===== config.mk =====
export PLATFORM = sky130hd
export DESIGN_NAME = dual_input_debouncer
export DESIGN_NICKNAME = d
export VERILOG_FILES = /design/src/rtl/dual_input_debouncer_pkg.sv /design/src/rtl/dual_input_debouncer_channel.sv /design/src/rtl/dual_input_debouncer.sv
export SDC_FILE = /design/constraint.sdc
export NUM_CORES = 1
export LEC_CHECK = 0
export CELL_PAD_IN_SITES_DETAIL_PLACEMENT = 1
export CELL_PAD_IN_SITES_GLOBAL_PLACEMENT = 1
export CORE_AREA = 2 2 74 76
export CTS_CLUSTER_SIZE = 12
export DETAILED_ROUTE_END_ITERATION = 16
export DIE_AREA = 0 0 76 78
export GPL_ROUTABILITY_DRIVEN = 0
export PLACE_DENSITY_LB_ADDON = 0.1
export SYNTH_ARGS = -nofsm -noshare
export SYNTH_HDL_FRONTEND = slang
export SYNTH_SLANG_ARGS = --single-unit

===== constraint.sdc =====
create_clock -name clk -period 1.75 [get_ports clk]
set_input_delay 0.175 -clock clk [delete_from_list [all_inputs] [get_ports clk]]
set_output_delay 0.175 -clock clk [all_outputs]
set_load 0.005 [all_outputs]

===== src/rtl/dual_input_debouncer_pkg.sv =====
// ---------------------------------------------------------------------------
// dual_input_debouncer_pkg
//   Shared constants for the dual-input debouncer:
//     - ST_IDLE / ST_COUNT : per-channel filter state encoding
//     - DEF_DEBOUNCE_CYCLES: default number of qualifying edges
//     - DEF_CNT_WIDTH      : default per-channel counter width
// ---------------------------------------------------------------------------
package dual_input_debouncer_pkg;

  // Filter state encoding, kept as plain constants so the state register
  // stays a bare logic vector for downstream tools.
  localparam logic ST_IDLE  = 1'b0;  // synchronized input agrees with output
  localparam logic ST_COUNT = 1'b1;  // disagreement seen, qualifying it

  localparam int DEF_DEBOUNCE_CYCLES = 4;
  localparam int DEF_CNT_WIDTH       = 16;

endpackage : dual_input_debouncer_pkg


===== src/rtl/dual_input_debouncer_channel.sv =====
// ---------------------------------------------------------------------------
// debounce_channel
//   One debounce lane: 2-flop synchronizer, then a counter filter that only
//   lets the output follow after DEBOUNCE_CYCLES consecutive edges of
//   disagreement. Any agreement clears the count, so glitches and bounces
//   never reach the output.
//
// Ports
//   clk     in   system clock, rising edge
//   rst_n   in   asynchronous active-low reset
//   i_raw   in   raw asynchronous level
//   o_level out  debounced, registered level
//   o_chg   out  one-cycle pulse in the cycle after o_level updates
//   o_sync  out  synchronized input (second synchronizer flop)
// ---------------------------------------------------------------------------
module debounce_channel
  import dual_input_debouncer_pkg::*;
#(
  parameter int DEBOUNCE_CYCLES = DEF_DEBOUNCE_CYCLES,
  parameter int CNT_WIDTH       = DEF_CNT_WIDTH
) (
  input  logic clk,
  input  logic rst_n,
  input  logic i_raw,
  output logic o_level,
  output logic o_chg,
  output logic o_sync
);

  // Reject configurations whose terminal count cannot be held by the counter.
  if ((DEBOUNCE_CYCLES < 1) ||
      ((longint'(DEBOUNCE_CYCLES) - 1) >= (longint'(1) << CNT_WIDTH))) begin : g_bad_param
    $error("debounce_channel: DEBOUNCE_CYCLES=%0d illegal for CNT_WIDTH=%0d",
           DEBOUNCE_CYCLES, CNT_WIDTH);
  end

  localparam logic [CNT_WIDTH-1:0] LAST_CNT = CNT_WIDTH'(DEBOUNCE_CYCLES - 1);

  logic                 r_sync1;
  logic                 r_sync2;
  logic                 r_level;
  logic                 r_chg;
  logic                 r_state;
  logic [CNT_WIDTH-1:0] r_cnt;

  logic w_differs;
  logic w_at_last;

  // NOTE: sequential state uses non-blocking assignments so every flop
  // samples the pre-edge value of its source (sync1 -> sync2 ordering).
  always_ff @(posedge clk or negedge rst_n) begin
    if (!rst_n) begin
      r_sync1 <= 1'b0;
      r_sync2 <= 1'b0;
    end else begin
      r_sync1 <= i_raw;
      r_sync2 <= r_sync1;
    end
  end

  assign w_differs = r_sync2 ^ r_level;

  // In IDLE the count is known to be zero, so only a one-edge filter can
  // fire straight from IDLE; in COUNT the live count decides.
  assign w_at_last = (r_state == ST_IDLE) ? (LAST_CNT == '0) : (r_cnt == LAST_CNT);

  always_ff @(posedge clk or negedge rst_n) begin
    if (!rst_n) begin
      r_level <= 1'b0;
      r_chg   <= 1'b0;
      r_state <= ST_IDLE;
      r_cnt   <= '0;
    end else if (!w_differs) begin
      // Agreement (including a bounce back) restarts qualification.
      r_chg   <= 1'b0;
      r_state <= ST_IDLE;
      r_cnt   <= '0;
    end else if (w_at_last) begin
      r_level <= r_sync2;
      r_chg   <= 1'b1;
      r_state <= ST_IDLE;
      r_cnt   <= '0;
    end else begin
      r_chg   <= 1'b0;
      r_state <= ST_COUNT;
      r_cnt   <= r_cnt + CNT_WIDTH'(1);
    end
  end

  assign o_level = r_level;
  assign o_chg   = r_chg;
  assign o_sync  = r_sync2;

endmodule : debounce_channel


===== src/rtl/dual_input_debouncer.sv =====
// ---------------------------------------------------------------------------
// dual_input_debouncer
//   Two independent debounce lanes producing glitch-free levels a and b for
//   the downstream two-input gate stage, plus per-lane change pulses and a
//   combined stable flag.
//
// Ports
//   clk     in   system clock, rising edge
//   rst_n   in   asynchronous active-low reset
//   raw_a   in   raw asynchronous level, channel A
//   raw_b   in   raw asynchronous level, channel B
//   a       out  debounced level A (registered)
//   b       out  debounced level B (registered)
//   a_chg   out  one-cycle pulse after a updates
//   b_chg   out  one-cycle pulse after b updates
//   stable  out  1 when neither lane has a pending change
// ---------------------------------------------------------------------------
module dual_input_debouncer
  import dual_input_debouncer_pkg::*;
#(
  parameter int DEBOUNCE_CYCLES = DEF_DEBOUNCE_CYCLES,
  parameter int CNT_WIDTH       = DEF_CNT_WIDTH
) (
  input  logic clk,
  input  logic rst_n,
  input  logic raw_a,
  input  logic raw_b,
  output logic a,
  output logic b,
  output logic a_chg,
  output logic b_chg,
  output logic stable
);

  logic w_sync_a;
  logic w_sync_b;

  debounce_channel #(
    .DEBOUNCE_CYCLES (DEBOUNCE_CYCLES),
    .CNT_WIDTH       (CNT_WIDTH)
  ) u_chan_a (
    .clk     (clk),
    .rst_n   (rst_n),
    .i_raw   (raw_a),
    .o_level (a),
    .o_chg   (a_chg),
    .o_sync  (w_sync_a)
  );

  debounce_channel #(
    .DEBOUNCE_CYCLES (DEBOUNCE_CYCLES),
    .CNT_WIDTH       (CNT_WIDTH)
  ) u_chan_b (
    .clk     (clk),
    .rst_n   (rst_n),
    .i_raw   (raw_b),
    .o_level (b),
    .o_chg   (b_chg),
    .o_sync  (w_sync_b)
  );

  // Synchronizers and outputs all reset to 0, so this reads 1 during reset.
  assign stable = (w_sync_a == a) && (w_sync_b == b);

endmodule : dual_input_debouncer


==> impl_metrics.toml <==
[place]
place_inst = 255
pre_cts_slack_ns = 0.0367
post_dp_cell_area_sq_um = 2120
numPortBuffers = 8
detailed_place_hpwl_microns = 2810

[sta]
finalHoldViolations = 0
fin_ws_ns = 0.123
setup_tns_ns = 0
period_minus_slack_ns = 1.63
finalCritPeriodShare_pct = 93.0
maxSlewHeadroom_pct = 64.3
finClkSkew_ns = 0.00450
rsz0062_at_grt = "false"
maxSlewViolCount = 0
max_freq_mhz = 615
worstMarginPinSlew_ns = 0.536
setup_viol = 0

[detailed_routing]
avgViaCountPerCell = 5.05
routed_wl_microns = 3970
drtAntennaViolNets = 0
wl_per_cell_microns = 15.0
vias = 1332
drc = 0
firstDrtPassIters = 4
drt_iter0_markers = 49

[layout]
stdcell_count = 264
nets = 199
fillCellCount = 565
area_delta_synth_final_pct = 16.0
fin_area_sq_um = 2240
num_antenna_cells = 0
layout-drive-gt1-share_pct = 13.9

[grt]
antenna_found_initial = 0
grt_max_degree = 43
grt_usage_pct = 14.7
grt_pass1_vias = 1451
grt_pass1_wl_microns = 6910
grt_overflow = 0

[die]
die_w_microns = 76
die_height_microns = 78
start_util_pct = 38.3
dieArea_sq_um = 5930
core_sq_um = 5040
ioPinCount = 9
num_rows = 26

[clock_tree]
cts_buffer_depth = 2
cts_root_buffer = "clkbuf_8"
cts_tree = "done"
cts_setup_buffers = 0
htree_levels = 2
clk_pin_slew_ns = 0.09
insertion_delay_ns = 0.29
cts_sinks = 42
cts_made_buffers = 5

[outcome]
status = "complete, no violations"

[yosys]
yosys_most_used_dff = "dfrtp_1"
synthArstFlopShare_pct = 100
synth_edf_count = 0
postSynthNetCount = 184
yosysWarnings = 0
synth.distinct_cells = 31
synthCells = 178
syn_area_per_cell_sq_um = 10.9
syn_area_sq_um = 1930
seq_area_frac_synth_pct = 54.4
synth-seq-cells = 42

[power]
leakage_nw = 0.991
powerDensity_nw_per_um2 = 1060
power_mw = 2.37
peakVddDrop_mv = 0.412

[job]
maxCapViolations = 0

[critical_path]
start_kind = "flip-flop"
cp_max_fo = 16
required_ns = 1.93
arrival_ns = 1.80
end_kind = "flip-flop"
crit_type = "flip-flop to flip-flop"

[hold_path]
hold_path.class = "primary input to flip-flop"
==> metal layers <==
layer	vias up	wire length (microns)	track usage (%)
met2	7	2130	27.1
met5	-	0	0
met4	0	25	3.82
li1	647	-	-
met1	676	1740	17.2
met3	2	71	3.84
==> cell usage after synthesis, drive strengths merged (3+ instances only) <==
| library cell | instances | share of area [%] |
|---|---|---|
| a21oi | 3 | 0.97 |
| nand2 | 6 | 1.3 |
| nor4b | 4 | 2.1 |
| nor4 | 4 | 1.3 |
| and3 | 8 | 2.8 |
| and4 | 4 | 1.8 |
| nor2 | 28 | 5.4 |
| xor2 | 20 | 9.1 |
| dfrtp | 42 | 54 |
| xnor2 | 7 | 3.2 |
| nand4 | 15 | 5.6 |
| nor2b | 3 | 0.97 |
| buf | 6 | 1.8 |
| nand3 | 10 | 2.6 |
==> report_power, final <==
| part | internal, mW | switching [mW] | leakage, nW |
|---|---|---|---|
| clock | 0.285 | 0.349 | 0.0408 |
| combinational | 0.262 | 0.305 | 0.386 |
| sequential | 1.08 | 0.0927 | 0.565 |
| total | 1.62 | 0.747 | 0.991 |
==> timing repair <==
action / in CTS / in global routing
resized for setup: 0 / 4
setup endpoints to repair: 0 / 20
hold endpoints to repair: 42 / 0
hold buffers: 1 / 0
==> worst max-delay path, stage by stage (launching register included) <==
cell,delay (ns)
dfrtp_1,0.38
ha_1,0.26
nor4b_1,0.25
nand4_1,0.27
nand2_4,0.27
nor2_1,0.08
==> placed cells by master (no fill, tap or decap), types with 3 or more instances in the layout <==
master	Yosys	routed
nor2b_1	3	3
nor4b_1	3	3
dfrtp_1	42	42
xor2_1	20	19
buf_4	2	6
clkbuf_8	0	5
nand2_1	5	5
and4_1	4	4
clkdlybuf4s50_1	0	6
nand3_1	10	10
and3_1	7	7
nor4_1	4	3
nand4_1	14	14
nor2_1	28	28
xnor2_1	7	7
==> registers in the layout, summed over array words and instances, names as in the netlist <==
name              cells
u_chan_a.r_cnt       16
u_chan_b.r_cnt       16
u_chan_a.o_chg        1
u_chan_a.o_level      1
u_chan_a.o_sync       1
u_chan_a.r_state      1
u_chan_a.r_sync1      1
u_chan_b.o_chg        1
u_chan_b.o_level      1
u_chan_b.o_sync       1
u_chan_b.r_state      1
u_chan_b.r_sync1      1
==> stage by stage <==
stage	hold slack, ns	utilization [%]
after floorplan	-0.121	-
after global placement	0.271	42.0
after detailed placement	0.278	42.0
after CTS	0.314	44.0
after global routing	0.302	44.4
final	0.322	44.4
==> final cells by class <==
type                    instances  area [sq um]  share of cell area (%)
flip-flops and latches         42          1050                    46.9
multi-input cells             126           850                    37.9
repair buffers                 16           153                    6.81
well taps                      70          87.6                    3.91
clock buffers                   5          68.8                    3.07
clock inverters                 3          23.8                    1.06
inverters                       2          7.51                   0.335
==> kinds of logic (layout without fill, tap and decap cells) <==
family	after synthesis	in the layout	synth area share [%]
AO/OA/AOI/OAI	6	6	1.88
XOR/XNOR	27	27	12.2
adder cells (fa/ha/maj)	2	2	1.30
buffers and inverters	10	26	2.59
flip-flops	42	42	54.4
multiplexers	2	2	1.17
AND/OR/NAND/NOR	89	89	26.4
==> worst paths after layout <==
path	from	to	slack [ns]	cells after the start
worst min-delay path	raw_b	u_chan_b.r_sync1	0.32	1
worst max register to register	u_chan_a.r_cnt[0]	u_chan_a.r_cnt[11]	0.12	5
worst max-delay path	u_chan_a.r_cnt[0]	u_chan_a.r_cnt[11]	0.12	5
min in group asynchronous	rst_n	u_chan_a.r_cnt[8]	0.49	3
max in group asynchronous	rst_n	u_chan_a.o_chg	0.90	3
worst min register to register	u_chan_b.r_sync1	u_chan_b.o_sync	0.35	0
Note: power is estimated with default switching activity, not from simulation.
